### config.mk
export PLATFORM = sky130hd
export DESIGN_NAME = fifo_wr_arbiter
export DESIGN_NICKNAME = d
export VERILOG_FILES = /design/src/rtl/fifo_wr_arbiter.sv
export SDC_FILE = /design/constraint.sdc
export NUM_CORES = 1
export LEC_CHECK = 0
export CAP_MARGIN = 30
export CORE_MARGIN = 1.5
export CORE_UTILIZATION = 38
export CTS_CLUSTER_DIAMETER = 100
export DETAILED_ROUTE_END_ITERATION = 12
export HOLD_SLACK_MARGIN = 0.15
export PLACE_DENSITY = 0.85
export SYNTH_ARGS = -nofsm -noshare
export SYNTH_HDL_FRONTEND = slang
export SYNTH_SLANG_ARGS = --single-unit
### constraint.sdc
create_clock -name clk -period 3.6 [get_ports clk]
set_input_delay 0.72 -clock clk [delete_from_list [all_inputs] [get_ports clk]]
set_output_delay 0.72 -clock clk [all_outputs]
set_load 0.03 [all_outputs]
### src/rtl/fifo_wr_arbiter.sv
// -----------------------------------------------------------------------------
// fifo_wr_arbiter
//
// Shares the write port of a single synchronous FIFO between N_REQ producers.
// Ownership is granted round-robin and is burst-based. The owner keeps the
// port for up to MAX_BURST beats, or until it drops its request. The block
// sits directly in front of the FIFO write side. The read side is untouched.
//
// Optional feature (compile-time macro FIFO_ARB_PRIO_EN):
//   When defined, requester 0 is high priority. In IDLE, req[0] wins
//   regardless of the round-robin pointer, and the pointer is left unchanged
//   when a requester-0 burst ends. A burst in progress is never pre-empted.
//   When undefined, arbitration is pure round-robin and all requesters are equal.
//
// Parameters:
//   N_REQ      number of requesters (>= 2)
//   DATA_W     data width, equal to the FIFO width
//   MAX_BURST  maximum beats per grant (>= 1)
//
// Ports:
//   clk          clock; all state changes on posedge
//   rst          asynchronous reset, active-high
//   req          req[i]=1: requester i presents a beat on wdata slice i
//   wdata        packed data, slice i = wdata[i*DATA_W +: DATA_W]
//   ack          one-hot; ack[i]=1: slice i is written this cycle
//   fifo_full    FIFO full flag
//   fifo_wr_en   FIFO write enable
//   fifo_wdata   FIFO write data
//   grant_valid  1 while a burst is owned
//   grant_id     index of the current (or most recent) owner
// -----------------------------------------------------------------------------
module fifo_wr_arbiter #(
  parameter int N_REQ     = 4,
  parameter int DATA_W    = 8,
  parameter int MAX_BURST = 4,
  localparam int ID_W     = (N_REQ > 1) ? $clog2(N_REQ) : 1,
  localparam int CNT_W    = (MAX_BURST > 0) ? $clog2(MAX_BURST + 1) : 1
) (
  input  logic                      clk,
  input  logic                      rst,
  input  logic [N_REQ-1:0]          req,
  input  logic [N_REQ*DATA_W-1:0]   wdata,
  output logic [N_REQ-1:0]          ack,
  input  logic                      fifo_full,
  output logic                      fifo_wr_en,
  output logic [DATA_W-1:0]         fifo_wdata,
  output logic                      grant_valid,
  output logic [ID_W-1:0]           grant_id
);

  // ---------------------------------------------------------------------------
  // State encoding
  // ---------------------------------------------------------------------------
  localparam logic [0:0] ST_IDLE  = 1'b0;
  localparam logic [0:0] ST_BURST = 1'b1;

  localparam logic [CNT_W-1:0] LAST_BEAT = CNT_W'(MAX_BURST - 1);
  localparam logic [ID_W-1:0]  LAST_ID   = ID_W'(N_REQ - 1);

  logic [0:0]       state,    state_nxt;
  logic [ID_W-1:0]  owner,    owner_nxt;
  logic [ID_W-1:0]  ptr,      ptr_nxt;
  logic [CNT_W-1:0] beat_cnt, beat_cnt_nxt;

  // ---------------------------------------------------------------------------
  // Round-robin search: first requester at or after ptr, wrapping at N_REQ.
  // ---------------------------------------------------------------------------
  logic            rr_found;
  logic [ID_W-1:0] rr_pick;

  // NOTE: every signal written in an always_comb block gets a default value
  // first, so no path through the block leaves it unassigned (no latch).
  always_comb begin
    rr_found = 1'b0;
    rr_pick  = '0;
    for (int i = 0; i < N_REQ; i++) begin
      if (!rr_found && req[(int'(ptr) + i) % N_REQ]) begin
        rr_found = 1'b1;
        rr_pick  = ID_W'((int'(ptr) + i) % N_REQ);
      end
    end
  end

  // Winner of the IDLE arbitration.
  logic [ID_W-1:0] win_id;

`ifdef FIFO_ARB_PRIO_EN
  // Requester 0 overrides the round-robin order whenever it is requesting.
  assign win_id = req[0] ? '0 : rr_pick;
`else
  assign win_id = rr_pick;
`endif

  // ---------------------------------------------------------------------------
  // Write qualification and datapath
  // ---------------------------------------------------------------------------
  logic in_burst;
  logic owner_req;
  logic wr_ok;
  logic last_beat;
  logic burst_end;

  assign in_burst  = (state == ST_BURST);
  assign owner_req = req[owner];
  // A beat is written only when the owner is requesting and the FIFO has room.
  // Holding off on full is what keeps fifo_wr_en low while fifo_full is set.
  assign wr_ok     = in_burst & owner_req & ~fifo_full;
  assign last_beat = (beat_cnt == LAST_BEAT);
  // Either the owner gave up (no write this cycle) or the final beat goes out.
  assign burst_end = in_burst & (~owner_req | (wr_ok & last_beat));

  assign fifo_wr_en  = wr_ok;
  assign ack         = wr_ok ? (N_REQ'(1) << owner) : '0;
  assign fifo_wdata  = in_burst ? wdata[int'(owner)*DATA_W +: DATA_W] : '0;
  assign grant_valid = in_burst;
  assign grant_id    = owner;

  // Pointer value used on burst exit: one past the owner, wrapping to 0.
  logic [ID_W-1:0] owner_inc;
  assign owner_inc = (owner == LAST_ID) ? '0 : owner + ID_W'(1);

  // ---------------------------------------------------------------------------
  // Next-state logic
  // ---------------------------------------------------------------------------
  always_comb begin
    state_nxt    = state;
    owner_nxt    = owner;
    ptr_nxt      = ptr;
    beat_cnt_nxt = beat_cnt;

    case (state)
      ST_IDLE: begin
        if (|req) begin
          state_nxt    = ST_BURST;
          owner_nxt    = win_id;
          beat_cnt_nxt = '0;
        end
      end

      ST_BURST: begin
        if (burst_end) begin
          state_nxt    = ST_IDLE;
          beat_cnt_nxt = '0;
`ifdef FIFO_ARB_PRIO_EN
          // A requester-0 burst does not advance the rotation of the others.
          if (owner != '0) begin
            ptr_nxt = owner_inc;
          end
`else
          ptr_nxt = owner_inc;
`endif
        end else if (wr_ok) begin
          beat_cnt_nxt = beat_cnt + CNT_W'(1);
        end
        // Owner requesting while the FIFO is full: everything holds.
      end

      default: begin
        state_nxt    = ST_IDLE;
        beat_cnt_nxt = '0;
      end
    endcase
  end

  // ---------------------------------------------------------------------------
  // State registers
  // ---------------------------------------------------------------------------
  // NOTE: sequential state is updated only with non-blocking assignments so
  // every register samples the pre-edge values of the others.
  always_ff @(posedge clk or posedge rst) begin
    if (rst) begin
      state    <= ST_IDLE;
      owner    <= '0;
      ptr      <= '0;
      beat_cnt <= '0;
    end else begin
      state    <= state_nxt;
      owner    <= owner_nxt;
      ptr      <= ptr_nxt;
      beat_cnt <= beat_cnt_nxt;
    end
  end

  // ---------------------------------------------------------------------------
  // Protocol properties
  // ---------------------------------------------------------------------------
  a_no_write_when_full : assert property (
    @(posedge clk) disable iff (rst) fifo_full |-> !fifo_wr_en);

  a_ack_onehot : assert property (
    @(posedge clk) disable iff (rst) $onehot0(ack));

  a_ack_matches_wr_en : assert property (
    @(posedge clk) disable iff (rst) (|ack) == fifo_wr_en);

  a_beat_cnt_range : assert property (
    @(posedge clk) disable iff (rst) beat_cnt <= LAST_BEAT);

endmodule
==> results of run 1 <==
-- synthesized netlist by cell type --
cell type / instances / area, µm²
nor2b_1: 1 / 6.26
nor2_1: 4 / 15.0
inv_1: 9 / 33.8
and3_4: 1 / 11.3
a22o_1: 2 / 17.5
o21a_1: 1 / 7.51
nor4_1: 2 / 12.5
o221ai_1: 1 / 8.76
and2_1: 12 / 75.1
mux2i_1: 1 / 10.0
o21ai_0: 3 / 15.0
ha_1: 6 / 75.1
a21boi_0: 1 / 7.51
nand2_1: 5 / 18.8
a21oi_1: 1 / 5.00
buf_6: 1 / 11.3
o22ai_1: 2 / 12.5
a32o_1: 1 / 10.0
buf_2: 1 / 5.00
mux4_2: 9 / 203
o31ai_1: 1 / 7.51
or2_2: 1 / 6.26
dfrtp_1: 8 / 200
a21o_1: 2 / 15.0
nand3_1: 1 / 5.00
mux2_1: 1 / 11.3
clkbuf_1: 1 / 3.75
buf_1: 1 / 3.75
-- cell families (layout without fill, tap and decap cells) --
logic type / after synthesis / after routing / synth area share, %
adders and majority gates: 6 / 6 / 9.23
AOI/OAI and AO/OA: 15 / 15 / 13.1
buffers and inverters: 13 / 68 / 7.08
muxes: 11 / 11 / 27.5
and+or+nand+nor: 27 / 27 / 18.5
DFF: 8 / 8 / 24.6
-- final cells by class --
type,instances,area [µm²],area share [%]
sequential,8,200,14.3
multi-input combinational,59,556,39.6
tap,27,33.8,2.41
timing repair buffer,56,556,39.6
clock buffer,3,22.5,1.61
inverter,9,33.8,2.41
-- metrics by stage --
step | utilization (%) | power [mW] | instances | instance area (µm²) | hold slack [ns]
6_report | 70.7 | 0.925 | 162 | 1400 | 0.504
5_1_grt | 70.7 | 0.985 | 162 | 1400 | 0.533
4_1_cts | 70.7 | 0.930 | 162 | 1400 | 0.513
3_5_place_dp | 69.6 | 0.861 | 159 | 1380 | 0.501
3_3_place_gp | 69.6 | 0.847 | 159 | 1380 | 0.482
2_1_floorplan | - | 0.604 | 80 | 813 | 0.470
-- sequential cells by signal (all words and copies together), names as in the netlist --
| register | cells |
|---|---|
| ptr | 2 |
| grant_valid | 1 |
| grant_id | 2 |
| beat_cnt | 3 |
-- layer usage --
metal  routed length, µm  vias up
li1                    -      404
met1                1080      408
met2                1240       30
met3                 124        6
met4                  31        0
met5                   0        -
-- path summary, 6_finish.rpt --
check | from | end | depth (start not counted)
worst max register to register | grant_id[0] | ptr[1] | 4
worst min register to register | beat_cnt[1] | beat_cnt[1] | 1
max in group asynchronous | rst | grant_valid | 2
worst max-delay path | req[3] | ack[1] | 5
worst min-delay path | beat_cnt[1] | beat_cnt[1] | 1
min in group asynchronous | rst | grant_id[0] | 2
-- cell usage in the layout (no fill, tap or decap) --
cell / n
a21boi_0: 1
a21o_1: 2
a21oi_1: 1
a22o_1: 2
a32o_1: 1
and2_1: 12
and3_4: 1
buf_4: 2
clkbuf_4: 3
clkdlybuf4s50_1: 54
dfrtp_1: 8
ha_1: 6
inv_1: 9
mux2_1: 1
mux2i_1: 1
mux4_2: 9
nand2_1: 5
nand3_1: 1
nor2_1: 4
nor2b_1: 1
nor4_1: 2
o21a_1: 1
o21ai_0: 3
o221ai_1: 1
o22ai_1: 2
o31ai_1: 1
or2_2: 1
-- power by group through the flow --
stage	registers, mW	logic, mW	clock network [mW]
2_1_floorplan	0.194	0.409	0
3_3_place_gp	0.182	0.665	0
3_5_place_dp	0.185	0.676	0
4_1_cts	0.183	0.677	0.0699
5_1_grt	0.192	0.719	0.0742
6_report	0.183	0.672	0.0693
-- worst reg2reg max path: cells and delay by family, from the launching register on --
kind             cells  cell delay, ns
multiplexers         2            0.91
AND/OR/NAND/NOR      1            0.12
flip-flops           1            0.55
AO/OA/AOI/OAI        1            0.14
==> results by group, run 1 <==
Route
  – Drt pass-1 iters: 4
  – DRT antenna net count: 0
  – Detailed Route WL: 2.48 mm
  – DR WL/cell: 15.3 µm
  – Drt initial violations: 22
  – Vias after detailed routing: 848
  – Via-per-instance ratio: 5.23
  – # DRC: 0

Setup path
  – CP peak stage delay: 0.58 ns
  – Most common cell on crit path: clkdlybuf4s50_1
  – Req. time, crit path: 2.88 ns
  – Buf+Inv Stages, Crit Path: 2
  – Crit Path Class: in -> out
  – Crit end category: output pin
  – Critical path arrival: 2.69 ns
  – Worst R2R Setup Slack: 1.77 ns
  – Startpoint types: input port
  – Cell at the slowest stage of the critical path: clkdlybuf4s50_1
  – Top Family by Delay on Critical Path: buffers and inverters
  – CP Max Fanout: 8
  – Crit path cell chain: clkdlybuf4s50_1, mux4_2, and3_4, and2_1, clkdlybuf4s50_1

CTS
  – Longest Clk Path Bufs: 2
  – Hold bufs inserted after CTS: 0
  – Sink Count: 8
  – H-tree depth: 1
  – Worst skew pair latency: 0.26 ns
  – Number of gates resized after cts: 0
  – CTS root buffer: clkbuf_4
  – Num CTS Buffers: 3
  – Setup Buffers After CTS: 0
  – CTS tree: yes
  – Clock-pin slew on the worst setup and hold paths: 0.05 ns

Power
  – Lkg Pwr: 0.582 nW
  – Sw Ratio: 45.8%
  – P_int: 0.501 mW
  – Combinational share of power: 72.7%
  – Switching power: 0.424 mW
  – Reg power frac: 19.8%
  – Worst vdd ir: 0.430 mV
  – PwrDens: 660 nW/µm²
  – Clock power frac: 7.5%

GRT
  – Met3 usage: 5.83%
  – Grt met2 use: 35.4%
  – Met1 usage: 29.6%
  – Largest net degree at the start of global routing: 16
  – GR peak layer: met2
  – Initial antenna violation count: 0
  – GRT overflow: 0
  – Tot GR Track Use: 22.1%
  – Global-route wire length before repair: 4.00 mm
  – Number of global-route vias before repair: 791

Layout
  – Antenna cells: 0
  – Layout fillers: 145
  – Layout cell share with drive strength beyond 1: 11.9%
  – Final nets: 182
  – Synth-to-Final Area Change: 72.3%

Synthesis
  – Yosys cell types: 28
  – Yosys warns: 0
  – Synth Register Bits: 8
  – Synth Instances: 80
  – Synth Net Count: 125
  – Avg Inst Size Synth: 10.2 µm²
  – Register area share after synthesis: 24.6%
  – Post-Syn Area: 813 µm²

Timing
  – Achievable frequency: 293 MHz
  – Worst Tran Pin Value: 0.414 ns
  – Worst slew margin: 72.4%
  – Min Tclk post-route: 3.41 ns
  – Final setup TNS: 0 ns
  – RSZ-0062 raised after global routing: no
  – Hold Violations, Final: 0
  – Post-route setup slack: 0.186 ns
  – Pins over their slew limit: 0
  – Tcrit/Tclk final: 94.8%
  – Final setup fails: 0
  – Clk_skew: 0.00329 ns

Placement
  – Hpwl dp: 2.07 mm
  – Port Buffers: 54
  – Worst slack at placement: 0.189 ns
  – Placer Congestion: 0.838

Die
  – Die footprint: 2430 µm²
  – Core area: 1980 µm²
  – Die outline width: 49.3 µm
  – Initial Util: 41.0%
  – Die H: 49.3 µm
  – # rows: 16
  – Num ports: 55

Job
  – Max-cap check violation count: 0

Outcome
  – Status: finished, final reports clean

Worst hold path
  – Path type of the worst min-delay path: reg -> reg
(Power assumes the default switching activity.)
==> run 2, diff against run 1 <==
--- a/config.mk
+++ b/config.mk
@@ -6,7 +6,7 @@
 export NUM_CORES = 1
 export LEC_CHECK = 0
 export CAP_MARGIN = 30
-export CORE_MARGIN = 1.5
+export CORE_MARGIN = 5
 export CORE_UTILIZATION = 38
 export CTS_CLUSTER_DIAMETER = 100
 export DETAILED_ROUTE_END_ITERATION = 12
==> run 2 against run 1 <==
Net effect:
- combinational power fell by 1%
- maximum frequency is 0.54% lower
- sequential cell count did not move
==> results by group, run 2 (synthesized netlist as in run 1, its figures left out) <==
Placement
  – Placer Congestion: 0.884 (was 0.838)
  – Worst slack at placement: 0.173 ns (was 0.189 ns)
  – Hpwl dp: 2.24 mm (was 2.07 mm)
  – Port Buffers: 54 (unchanged)

CTS
  – Longest Clk Path Bufs: 2 (unchanged)
  – H-tree depth: 1 (unchanged)
  – Sink Count: 8 (unchanged)
  – CTS root buffer: clkbuf_4 (unchanged)
  – Clock-pin slew on the worst setup and hold paths: 0.05 ns (about the same)
  – CTS tree: yes (unchanged)
  – Setup Buffers After CTS: 0 (unchanged)
  – Hold bufs inserted after CTS: 0 (unchanged)
  – Worst skew pair latency: 0.26 ns (about the same)
  – Num CTS Buffers: 3 (unchanged)
  – Number of gates resized after cts: 0 (unchanged)

Route
  – DR WL/cell: 15.9 µm (was 15.3 µm)
  – DRT antenna net count: 0 (unchanged)
  – Detailed Route WL: 2.58 mm (was 2.48 mm)
  – Drt pass-1 iters: 4 (unchanged)
  – Vias after detailed routing: 839 (was 848)
  – Drt initial violations: 29 (was 22)
  – Via-per-instance ratio: 5.18 (was 5.23)
  – # DRC: 0 (unchanged)

Layout
  – Most frequent cells in the layout: clkdlybuf4s50_1, and2_1, inv_1, mux4_2, dfrtp_1 (unchanged)
  – Antenna cells: 0 (unchanged)
  – Largest register FFs: 3 (unchanged)
  – Commonest non-fill, non-tap cell in the layout: clkdlybuf4s50_1 (unchanged)
  – Final nets: 182 (unchanged)
  – Most flop-heavy register: beat_cnt (unchanged)
  – Layout cell share with drive strength beyond 1: 11.9% (unchanged)
  – Layout fillers: 159 (was 145)
  – Synth-to-Final Area Change: 72.3% (unchanged)

Timing
  – Post-route setup slack: 0.167 ns (was 0.186 ns)
  – Final setup TNS: 0 ns (unchanged)
  – Min Tclk post-route: 3.43 ns (was 3.41 ns)
  – Worst slew margin: 69.6% (was 72.4%)
  – Tcrit/Tclk final: 95.3% (was 94.8%)
  – Pins over their slew limit: 0 (unchanged)
  – Worst Tran Pin Value: 0.457 ns (was 0.414 ns)
  – RSZ-0062 raised after global routing: no (unchanged)
  – Hold Violations, Final: 0 (unchanged)
  – Achievable frequency: 291 MHz (was 293 MHz)
  – Clk_skew: 0.000380 ns (was 0.00329 ns)
  – Final setup fails: 0 (unchanged)

Setup path
  – Buf+Inv Stages, Crit Path: 2 (unchanged)
  – Crit path cell chain: clkdlybuf4s50_1, mux4_2, and3_4, and2_1, clkdlybuf4s50_1 (unchanged)
  – Top Family by Delay on Critical Path: buffers and inverters (unchanged)
  – Startpoint types: input port (unchanged)
  – Most common cell on crit path: clkdlybuf4s50_1 (unchanged)
  – CP peak stage delay: 0.59 ns (was 0.58 ns)
  – Cell at the slowest stage of the critical path: clkdlybuf4s50_1 (unchanged)
  – Crit end category: output pin (unchanged)
  – Critical path arrival: 2.71 ns (was 2.69 ns)
  – CP Max Fanout: 8 (unchanged)
  – Crit Path Class: in -> out (unchanged)
  – Req. time, crit path: 2.88 ns (about the same)

Die
  – Die outline width: 56.3 µm (was 49.3 µm)
  – Die H: 56.3 µm (was 49.3 µm)
  – # rows: 16 (unchanged)
  – Initial Util: 40.6% (was 41.0%)
  – Num ports: 55 (unchanged)
  – Die footprint: 3170 µm² (was 2430 µm²)
  – Core area: 2000 µm² (was 1980 µm²)

GRT
  – Tot GR Track Use: 17.1% (was 22.1%)
  – Global-route wire length before repair: 4.25 mm (was 4.00 mm)
  – GRT overflow: 0 (unchanged)
  – Number of global-route vias before repair: 850 (was 791)
  – Largest net degree at the start of global routing: 16 (unchanged)
  – Initial antenna violation count: 0 (unchanged)

Power
  – PwrDens: 657 nW/µm² (was 660 nW/µm²)
  – Combinational share of power: 72.2% (was 72.7%)
  – Switching power: 0.418 mW (was 0.424 mW)
  – P_int: 0.502 mW (was 0.501 mW)
  – Lkg Pwr: 0.582 nW (unchanged)
  – Reg power frac: 20.1% (was 19.8%)
  – Sw Ratio: 45.5% (was 45.8%)
  – Worst vdd ir: 0.487 mV (was 0.430 mV)
  – Clock power frac: 7.7% (was 7.5%)

Worst hold path
  – Path type of the worst min-delay path: reg -> reg (unchanged)

Job
  – Max-cap check violation count: 0 (unchanged)

Outcome
  – Status: finished, final reports clean (unchanged)
==> run 2: cell counts in the layout (fill, tap and decap cells not counted) <==
No cell type changed its count.
==> run 2: path summary, 6_finish.rpt <==
kind	slack, ns	to	from	cells after the start
min in group asynchronous	0.71	beat_cnt[1]	rst	2
max in group asynchronous	2.66	grant_id[0]	rst	2
min	0.51	beat_cnt[2]	beat_cnt[2]	1
min reg2reg	0.51	beat_cnt[2]	beat_cnt[2]	1
max	0.17	ack[2]	req[0]	5
max reg2reg	1.69	ptr[1]	grant_id[0]	4
==> run 2: routing by layer <==
metal / share of wire [%] / track usage, % / up-vias
met5: 0 / 0 / -
met4: 0.74 / 4.07 / 0
met3: 4.9 / 3.67 / 2
met2: 52 / 30.1 / 34
met1: 42 / 21.2 / 403
li1: - / - / 400
==> run 2: power by group through the flow <==
stage	registers, mW	logic, mW	clock network, mW
5_1_grt	0.195	0.711	0.0828
4_1_cts	0.185	0.671	0.0723
3_5_place_dp	0.187	0.670	0
6_report	0.185	0.664	0.0706
2_1_floorplan	0.194	0.409	0
3_3_place_gp	0.187	0.654	0
==> run 2: layout make-up <==
cell class | instances | area (µm²) | share of cell area (%)
sequential | 8 | 200 | 14.3
multi-input combinational | 59 | 556 | 39.6
clock buffer | 3 | 22.5 | 1.61
timing repair buffer | 56 | 556 | 39.6
tap | 27 | 33.8 | 2.41
inverter | 9 | 33.8 | 2.41
==> run 2: metrics by stage <==
stage | area, µm² | cells | hold WS (ns) | power [mW] | util, %
6_report | 1400 | 162 | 0.508 | 0.920 | 70.0
5_1_grt | 1400 | 162 | 0.551 | 0.988 | 70.0
4_1_cts | 1400 | 162 | 0.512 | 0.929 | 70.0
3_5_place_dp | 1380 | 159 | 0.496 | 0.857 | 68.9
3_3_place_gp | 1380 | 159 | 0.480 | 0.840 | 68.9
2_1_floorplan | 813 | 80 | 0.470 | 0.604 | -
